### config.mk
export PLATFORM = sky130hd
export DESIGN_NAME = rb_sequencer
export DESIGN_NICKNAME = d
export VERILOG_FILES = /design/src/rtl/rb_sequencer.sv
export SDC_FILE = /design/constraint.sdc
export NUM_CORES = 1
export LEC_CHECK = 0
export ABC_CLOCK_PERIOD_IN_PS = 1300
export CAP_MARGIN = 0
export CORE_MARGIN = 2
export CORE_UTILIZATION = 39
export CTS_CLUSTER_DIAMETER = 200
export DETAILED_ROUTE_END_ITERATION = 7
export PLACE_DENSITY = 0.73
export SYNTH_ARGS = -nofsm -noshare
export SYNTH_HDL_FRONTEND = slang
export SYNTH_SLANG_ARGS = --single-unit
### constraint.sdc
create_clock -name clk -period 1.3 [get_ports clk]
set_input_delay 0.26 -clock clk [delete_from_list [all_inputs] [get_ports clk]]
set_output_delay 0.26 -clock clk [all_outputs]
set_load 0.02 [all_outputs]
### src/rtl/rb_sequencer.sv
// Register-bank command sequencer: decodes one command at a time into
// register-bank write strobes and mux selects, then pulses done/err.
module rb_sequencer (
    input  logic       clk,
    input  logic       reset,
    input  logic       cmd_valid,
    output logic       cmd_ready,
    input  logic [2:0] cmd_op,
    input  logic [3:0] cmd_dst,
    input  logic [3:0] cmd_src1,
    input  logic [3:0] cmd_src2,
    input  logic [7:0] cmd_const,
    output logic [2:0] InMuxAdd,
    output logic       WE,
    output logic [3:0] RegAdd,
    output logic [3:0] OutMuxAdd,
    output logic [7:0] CUconst,
    output logic       done,
    output logic       err
);

    typedef enum logic [2:0] {
        IDLE,
        EXEC,
        ALU_A,
        ALU_B,
        ALU_WAIT,
        ALU_WB,
        FIN
    } state_t;

    localparam logic [2:0] OP_LDA = 3'd0;
    localparam logic [2:0] OP_LDB = 3'd1;
    localparam logic [2:0] OP_LDC = 3'd2;
    localparam logic [2:0] OP_MOV = 3'd3;
    localparam logic [2:0] OP_ALU = 3'd4;
    localparam logic [2:0] OP_OUT = 3'd5;

    localparam logic [2:0] IN_A     = 3'd0;
    localparam logic [2:0] IN_B     = 3'd1;
    localparam logic [2:0] IN_CONST = 3'd2;
    localparam logic [2:0] IN_ALU   = 3'd3;
    localparam logic [2:0] IN_REG   = 3'd4;

    state_t     state_q, state_d;
    logic [2:0] op_q, op_d;
    logic [3:0] dst_q, dst_d;
    logic [3:0] src1_q, src1_d;
    logic [3:0] src2_q, src2_d;
    logic [7:0] const_q, const_d;
    logic       err_flag_q, err_flag_d;

    always_ff @(posedge clk) begin
        if (reset) begin
            state_q    <= IDLE;
            op_q       <= '0;
            dst_q      <= '0;
            src1_q     <= '0;
            src2_q     <= '0;
            const_q    <= '0;
            err_flag_q <= 1'b0;
        end else begin
            state_q    <= state_d;
            op_q       <= op_d;
            dst_q      <= dst_d;
            src1_q     <= src1_d;
            src2_q     <= src2_d;
            const_q    <= const_d;
            err_flag_q <= err_flag_d;
        end
    end

    // Next-state and command latching; fields only load in IDLE.
    always_comb begin
        state_d    = state_q;
        op_d       = op_q;
        dst_d      = dst_q;
        src1_d     = src1_q;
        src2_d     = src2_q;
        const_d    = const_q;
        err_flag_d = err_flag_q;
        case (state_q)
            IDLE: begin
                if (cmd_valid) begin
                    op_d    = cmd_op;
                    dst_d   = cmd_dst;
                    src1_d  = cmd_src1;
                    src2_d  = cmd_src2;
                    const_d = cmd_const;
                    state_d = (cmd_op == OP_ALU) ? ALU_A : EXEC;
                end
            end
            EXEC: begin
                if (op_q > OP_OUT) begin
                    err_flag_d = 1'b1;
                end
                state_d = FIN;
            end
            ALU_A:    state_d = ALU_B;
            ALU_B:    state_d = ALU_WAIT;
            ALU_WAIT: state_d = ALU_WB;
            ALU_WB:   state_d = FIN;
            FIN: begin
                err_flag_d = 1'b0;
                state_d    = IDLE;
            end
            default:  state_d = IDLE;
        endcase
    end

    // Outputs are forced quiet while reset is held so an aborted command
    // never issues a write in the reset cycle itself.
    always_comb begin
        cmd_ready = 1'b0;
        WE        = 1'b0;
        InMuxAdd  = '0;
        RegAdd    = '0;
        OutMuxAdd = '0;
        done      = 1'b0;
        err       = 1'b0;
        CUconst   = const_q;
        if (!reset) begin
            case (state_q)
                IDLE: cmd_ready = 1'b1;
                EXEC: begin
                    case (op_q)
                        OP_LDA: begin
                            WE       = 1'b1;
                            InMuxAdd = IN_A;
                            RegAdd   = dst_q;
                        end
                        OP_LDB: begin
                            WE       = 1'b1;
                            InMuxAdd = IN_B;
                            RegAdd   = dst_q;
                        end
                        OP_LDC: begin
                            WE       = 1'b1;
                            InMuxAdd = IN_CONST;
                            RegAdd   = dst_q;
                        end
                        OP_MOV: begin
                            WE        = 1'b1;
                            InMuxAdd  = IN_REG;
                            OutMuxAdd = src1_q;
                            RegAdd    = dst_q;
                        end
                        OP_OUT: begin
                            WE        = 1'b1;
                            InMuxAdd  = IN_REG;
                            OutMuxAdd = src1_q;
                            RegAdd    = 4'd0;
                        end
                        default: ;
                    endcase
                end
                ALU_A: begin
                    WE        = 1'b1;
                    InMuxAdd  = IN_REG;
                    OutMuxAdd = src1_q;
                    RegAdd    = 4'd1;
                end
                ALU_B: begin
                    WE        = 1'b1;
                    InMuxAdd  = IN_REG;
                    OutMuxAdd = src2_q;
                    RegAdd    = 4'd2;
                end
                ALU_WB: begin
                    WE       = 1'b1;
                    InMuxAdd = IN_ALU;
                    RegAdd   = dst_q;
                end
                FIN: begin
                    done = 1'b1;
                    err  = err_flag_q;
                end
                default: ;
            endcase
        end
    end

endmodule

==> run summary, run 1 <==
Area delta synth->final: 85.0%
Outcome: finished, violations left
Placed cell count: 272
Synthesized net count: 192
Synth area leader: dfxtp_1
Critical path class: flip-flop to output pin
CP delay by family, top: flip-flops
Layout Cells excl Fill: 287
Fill cells: 216
TritonCTS clock tree: yes
Wirelength per Cell: 17.4 um
Final instance area: 2390 um2
Final Hold Fails: 0
CTS Buf Count: 3
WL final: 4990 um
Die area: 3780 um2
Final setup violation count: 38
CP cell instances: nor2b_4 > buf_6 > nand4_1 > a21oi_2 > buf_4
Synth area leaders: dfxtp_1 (42%), nand2_1 (14%), a21oi_1 (12%)
Post-detail-place hpwl: 2690 um
Min Tclk post-route: 1.78 ns
Initial DRC count: 79
Vias: 1,567
Number of iterations in the first detailed-routing pass: 4
Max Slew Vio Count: 0
Failing checks: negative setup slack
Largest net degree at the start of global routing: 19
Worst-margin pin slew: 0.340 ns
Synth Register Bits: 27
Final Util: 76.9%
Number of flops mapped to enable cells by yosys: 0
Hold path start: cmd_const[6]
Clock tree root buffer cell: clkbuf_4
Initial core utilization: 41.6%
Slowest stage cell, crit path: dfxtp_4
Crit. Startpoint: state_q[0]
Dpl cell area: 2020 um2
Top_reg_cell synth: dfxtp_1
Crit. End Element: output pin
Async SR Flop Fraction: 0%
Hold Crit Class: input pin to flip-flop
Share of layout cells above drive strength 1: 56.8%
I/O pin cnt: 49
Netlist Area Pre-Place: 1290 um2
Max Buffers Root-to-Sink: 2
Total power: 2.44 mW
Top cells by count, synth: nand2_1 (47), a21oi_1 (30), dfxtp_1 (27)
Num rows: 20
Post-DR vias/cell: 5.46
Slew headroom: 77.1%
Syn Area/Cell: 7.77 um2
Remaining Overflow, GRT: 0
Die Wd: 61.5 um
GPL Wtd Cong: 0.789
RSZ-0062 raised after global routing: true
Gr usage total: 25.2%
Peak supply drop: 0.000647 V
CP Buf/Inv Count: 2
Lkg Pwr: 0.936 nW
Antenna cells: 0
Number of max-cap violations: 0
Most frequent cell after synthesis: nand2_1
Input/output buffers: 48
Initial antenna violation count: 0
Setup Skew: 0.00797 ns
Clock-pin slew on the worst setup and hold paths: 0.15 ns
Core area: 3100 um2
Synth Instances: 166
Syn. warnings: 0
Fin nets: 270
DRC viols: 0
Pre-CTS setup slack: -0.904 ns
Tcrit/Tclk final: 137%
Clk_lat worst skew: 0.34 ns
Distinct cells, synth: 30
Setup TNS: -10.31 ns
Post-synthesis sequential area ratio: 41.9%
Vias in the first global route: 1,504
CP max stage delay: 0.40 ns
ANT nets after route: 0
P per Cell Area: 1020 nW/um2
Htree depth: 1
CP required: 1.04 ns
Die height: 61.5 um
CP startpoint kind: flip-flop
Max Clock Freq: 0.561 GHz
Worst hold slack: 0.444 ns
CP arrival: 1.52 ns
FF-to-FF Start: state_q[0]
Clock Sinks: 27
First-pass GRT wire length: 7000 um
Final worst slack: -0.483 ns
Top-area cell type share of the netlist area: 41.9%
CP max FO: 4
layout by cell type, fill, tap and decap left out, types with 3 or more instances in the layout:
| cell | count |
|---|---|
| clkbuf_2 | 6 |
| buf_4 | 29 |
| nand2_1 | 26 |
| dfxtp_1 | 21 |
| a21oi_2 | 17 |
| nand2_2 | 23 |
| dfxtp_4 | 5 |
| clkbuf_4 | 3 |
| buf_6 | 21 |
| nand4_1 | 4 |
| a21oi_1 | 13 |
| mux2_4 | 3 |
| nor2_1 | 3 |
| or4b_4 | 4 |
| clkdlybuf4s50_1 | 23 |
state kept, by name (all words and copies together), names as in the netlist:
signal	count
CUconst	8
dst_q	4
src1_q	4
src2_q	4
op_q	3
state_q	3
err_flag_q	1
timing repair:
item / CTS / global route
hold buffers: 0 / 0
setup buffers: 3 / 4
resized for setup: 126 / 71
endpoints found under the setup margin: 46 / 46
pin swaps: 7 / 25
gates cloned: 4 / 1
worst register-to-register path: stages (launching register included):
cell and delay, ns:
dfxtp_4 0.39, buf_4 0.14, buf_12 0.14, or4b_4 0.61, nand2_1 0.10, a21oi_1 0.06
where the power goes:
part           internal [mW]  switching [mW]  total, mW
sequential             0.912          0.0877       1.00
clock                  0.121           0.269      0.390
combinational          0.526           0.525       1.05
total                   1.56           0.882       2.44
logic make-up (layout without fill, tap and decap cells):
kind of cell	after synthesis	after routing	synth area share [%]
compound gates	41	41	17.7
flops	27	27	41.9
xor+xnor	1	1	0.679
mux	4	4	3.49
simple gates	77	80	28.7
buf+inv	16	90	7.47
final cells by class:
cell class	count	area (um2)	area share (%)
Inverter	2	10.0	0.420
Multi-Input combinational cell	126	962	40.3
Timing Repair Buffer	84	772	32.4
Sequential cell	27	561	23.5
Tap cell	44	55.1	2.31
Clock buffer	4	26.3	1.10
per-layer routing:
| metal | vias up | track usage [%] | wire length [um] |
|---|---|---|---|
| met3 | 22 | 3.78 | 300 |
| met2 | 85 | 43.5 | 2520 |
| li1 | 726 | - | - |
| met1 | 734 | 30.9 | 1970 |
| met5 | - | 0 | 0 |
| met4 | 0 | 11.2 | 197 |
final timing paths:
check | slack (ns) | endpoint | cells past startpoint
max | -0.48 | OutMuxAdd[1] | 5
min | 0.44 | CUconst[6] | 3
max reg2reg | -0.24 | dst_q[0] | 5
min reg2reg | 0.47 | CUconst[1] | 2
Note: power is estimated with default switching activity, not from simulation.
==> inputs of run 2 (changes only) <==
--- a/config.mk
+++ b/config.mk
@@ -11,6 +11,7 @@
 export CORE_UTILIZATION = 39
 export CTS_CLUSTER_DIAMETER = 200
 export DETAILED_ROUTE_END_ITERATION = 7
+export HOLD_SLACK_MARGIN = 0.08
 export PLACE_DENSITY = 0.73
 export SYNTH_ARGS = -nofsm -noshare
 export SYNTH_HDL_FRONTEND = slang
==> results of run 2 <==
The final DEF is identical to that of run 1; final timing and power are the same.
==> inputs of run 3 (changes only) <==
--- a/config.mk
+++ b/config.mk
@@ -11,6 +11,7 @@
 export CORE_UTILIZATION = 39
 export CTS_CLUSTER_DIAMETER = 200
 export DETAILED_ROUTE_END_ITERATION = 7
+export GPL_TIMING_DRIVEN = 0
 export HOLD_SLACK_MARGIN = 0.08
 export PLACE_DENSITY = 0.73
 export SYNTH_ARGS = -nofsm -noshare
==> run 3 against run 2 <==
The flow still finishes with violations (negative setup slack). Highest routed layer unchanged. Sequential cell count did not move. Combinational power decreased by 7%. First-iteration DRC count shrank 19%. Clock power up 3%. Clock-buffer cell count unchanged. Register-to-register slack worse by 0.19 ns. Critical path type unchanged. Largest cell class unchanged.
==> run summary, run 3 (synthesized netlist as in run 1, its figures left out) <==
Remaining Overflow, GRT: 0
Max Clock Freq: 0.561 GHz
Max Buffers Root-to-Sink: 2
Worst reg2reg path depth: 7
GPL Wtd Cong: 0.827
Clock Sinks: 27
Largest net degree at the start of global routing: 15
Vias in the first global route: 1,376
CP max FO: 7
Commonest non-fill, non-tap cell in the layout: nand2_1
Total power: 2.40 mW
Antenna cells: 0
Share of layout cells above drive strength 1: 56.1%
Clock tree root buffer cell: clkbuf_4
CP arrival: 1.52 ns
Die height: 61.5 um
Gr usage total: 23.0%
TritonCTS clock tree: yes
Worst-margin pin slew: 0.625 ns
Initial core utilization: 41.6%
Htree depth: 1
Int Power: 1.52 mW
Most frequent cells in the layout: nand2_1 (25), clkdlybuf4s50_1 (24), a21oi_2 (21), dfxtp_1 (20)
Clk_lat worst skew: 0.35 ns
Final worst slack: -0.481 ns
Fill cells: 241
CP required: 1.04 ns
Part of the power in registers: 42.5%
Input/output buffers: 48
Slew headroom: 58.4%
Final setup violation count: 38
Largest register FFs: 8
Die Wd: 61.5 um
Setup Skew: 0.00375 ns
Core area: 3100 um2
First-pass GRT wire length: 6410 um
Sw Ratio: 36.7%
Min Tclk post-route: 1.78 ns
P per Cell Area: 1040 nW/um2
Initial DRC count: 64
Outcome: finished, violations left
Clock Power Share: 16.8%
Die area: 3780 um2
Worst hold stages: 3
Final Hold Fails: 0
Initial antenna violation count: 0
Peak supply drop: 0.000588 V
Number of max-cap violations: 0
Vias: 1,429
Fin nets: 255
WL final: 4400 um
ANT nets after route: 0
Critical path class: flip-flop to output pin
CTS Buf Count: 3
Crit. End Element: output pin
CP startpoint kind: flip-flop
Tcrit/Tclk final: 137%
Max Slew Vio Count: 0
Num rows: 20
Failing checks: negative setup slack
Number of iterations in the first detailed-routing pass: 4
I/O pin cnt: 49
Wirelength per Cell: 16.2 um
Area delta synth->final: 79.1%
Logic gate share of total power: 40.7%
DRC viols: 0
Setup TNS: -14.77 ns
Clock-pin slew on the worst setup and hold paths: 0.16 ns
Post-DR vias/cell: 5.25
RSZ-0062 raised after global routing: true
Lkg Pwr: 0.883 nW
Post-detail-place hpwl: 2690 um
Psw: 0.882 mW
Hold Crit Class: input pin to flip-flop
run 3: cell types whose count changed in the layout (fill, tap and decap cells not counted), moves of 4 or more:
cell     delta
buf_6       -4
nand2_4     +7
a21oi_1     -4
nand2_2     -6
buf_4      -14
a21oi_2     +4
run 3: per-stage QoR:
stage | util [%] | instance area [um2] | cells | setup slack [ns] | hold slack (ns)
after floorplan | - | 1390 | 166 | -0.136 | 0.396
final | 74.5 | 2310 | 272 | -0.481 | 0.439
after global placement | 61.9 | 1920 | 258 | -1.27 | 0.439
after global routing | 74.5 | 2310 | 272 | -0.527 | 0.434
after detailed placement | 61.9 | 1920 | 258 | -1.29 | 0.447
after CTS | 69.0 | 2140 | 267 | -0.471 | 0.404
run 3: worst paths after layout:
| kind | startpoint | slack [ns] | endpoint |
|---|---|---|---|
| max reg2reg | state_q[0] | -0.43 | CUconst[5] |
| max | state_q[0] | -0.48 | OutMuxAdd[2] |
| min | cmd_src1[1] | 0.44 | src1_q[1] |
| min reg2reg | CUconst[7] | 0.47 | CUconst[7] |
run 3: timing repair:
| action | in CTS | in global routing |
|---|---|---|
| cloned | 1 | 1 |
| pin swaps | 10 | 20 |
| setup endpoints to repair | 47 | 45 |
| gates resized for setup | 155 | 52 |
| buffers inserted | 7 | 6 |
| hold buffers | 0 | 0 |
run 3: area by class of cell:
class | count | area (um2) | share of cell area [%]
Timing Repair Buffer | 62 | 583 | 25.2
Multi-Input combinational cell | 123 | 962 | 41.6
Buffer | 10 | 115 | 4.98
Clock buffer | 4 | 26.3 | 1.14
Inverter | 2 | 7.51 | 0.325
Tap cell | 44 | 55.1 | 2.38
Sequential cell | 27 | 562 | 24.3
run 3: metal layers:
metal  track usage (%)  share of wire, %  wire [um]
met1              28.3                43       1890
met2              39.1                51       2250
met3              3.99               4.6        203
met4              10.3               1.3         57
met5                 0                 0          0
run 3: worst max-delay path, cell delays in order, from the launching register on:
cell,delay (ns)
dfxtp_2,0.35
buf_6,0.13
nor2b_4,0.23
nand3_4,0.11
a211oi_4,0.21
buf_6,0.14
run 3: power groups by stage:
stage               Sequential (mW)  Clock [mW]  Combinational, mW
floorplan                     0.992           0              0.447
global placement              0.973           0              0.709
detailed placement            0.977           0              0.726
CTS                           0.985       0.396              0.848
global route                   1.03       0.433               1.04
finish                         1.02       0.403              0.978
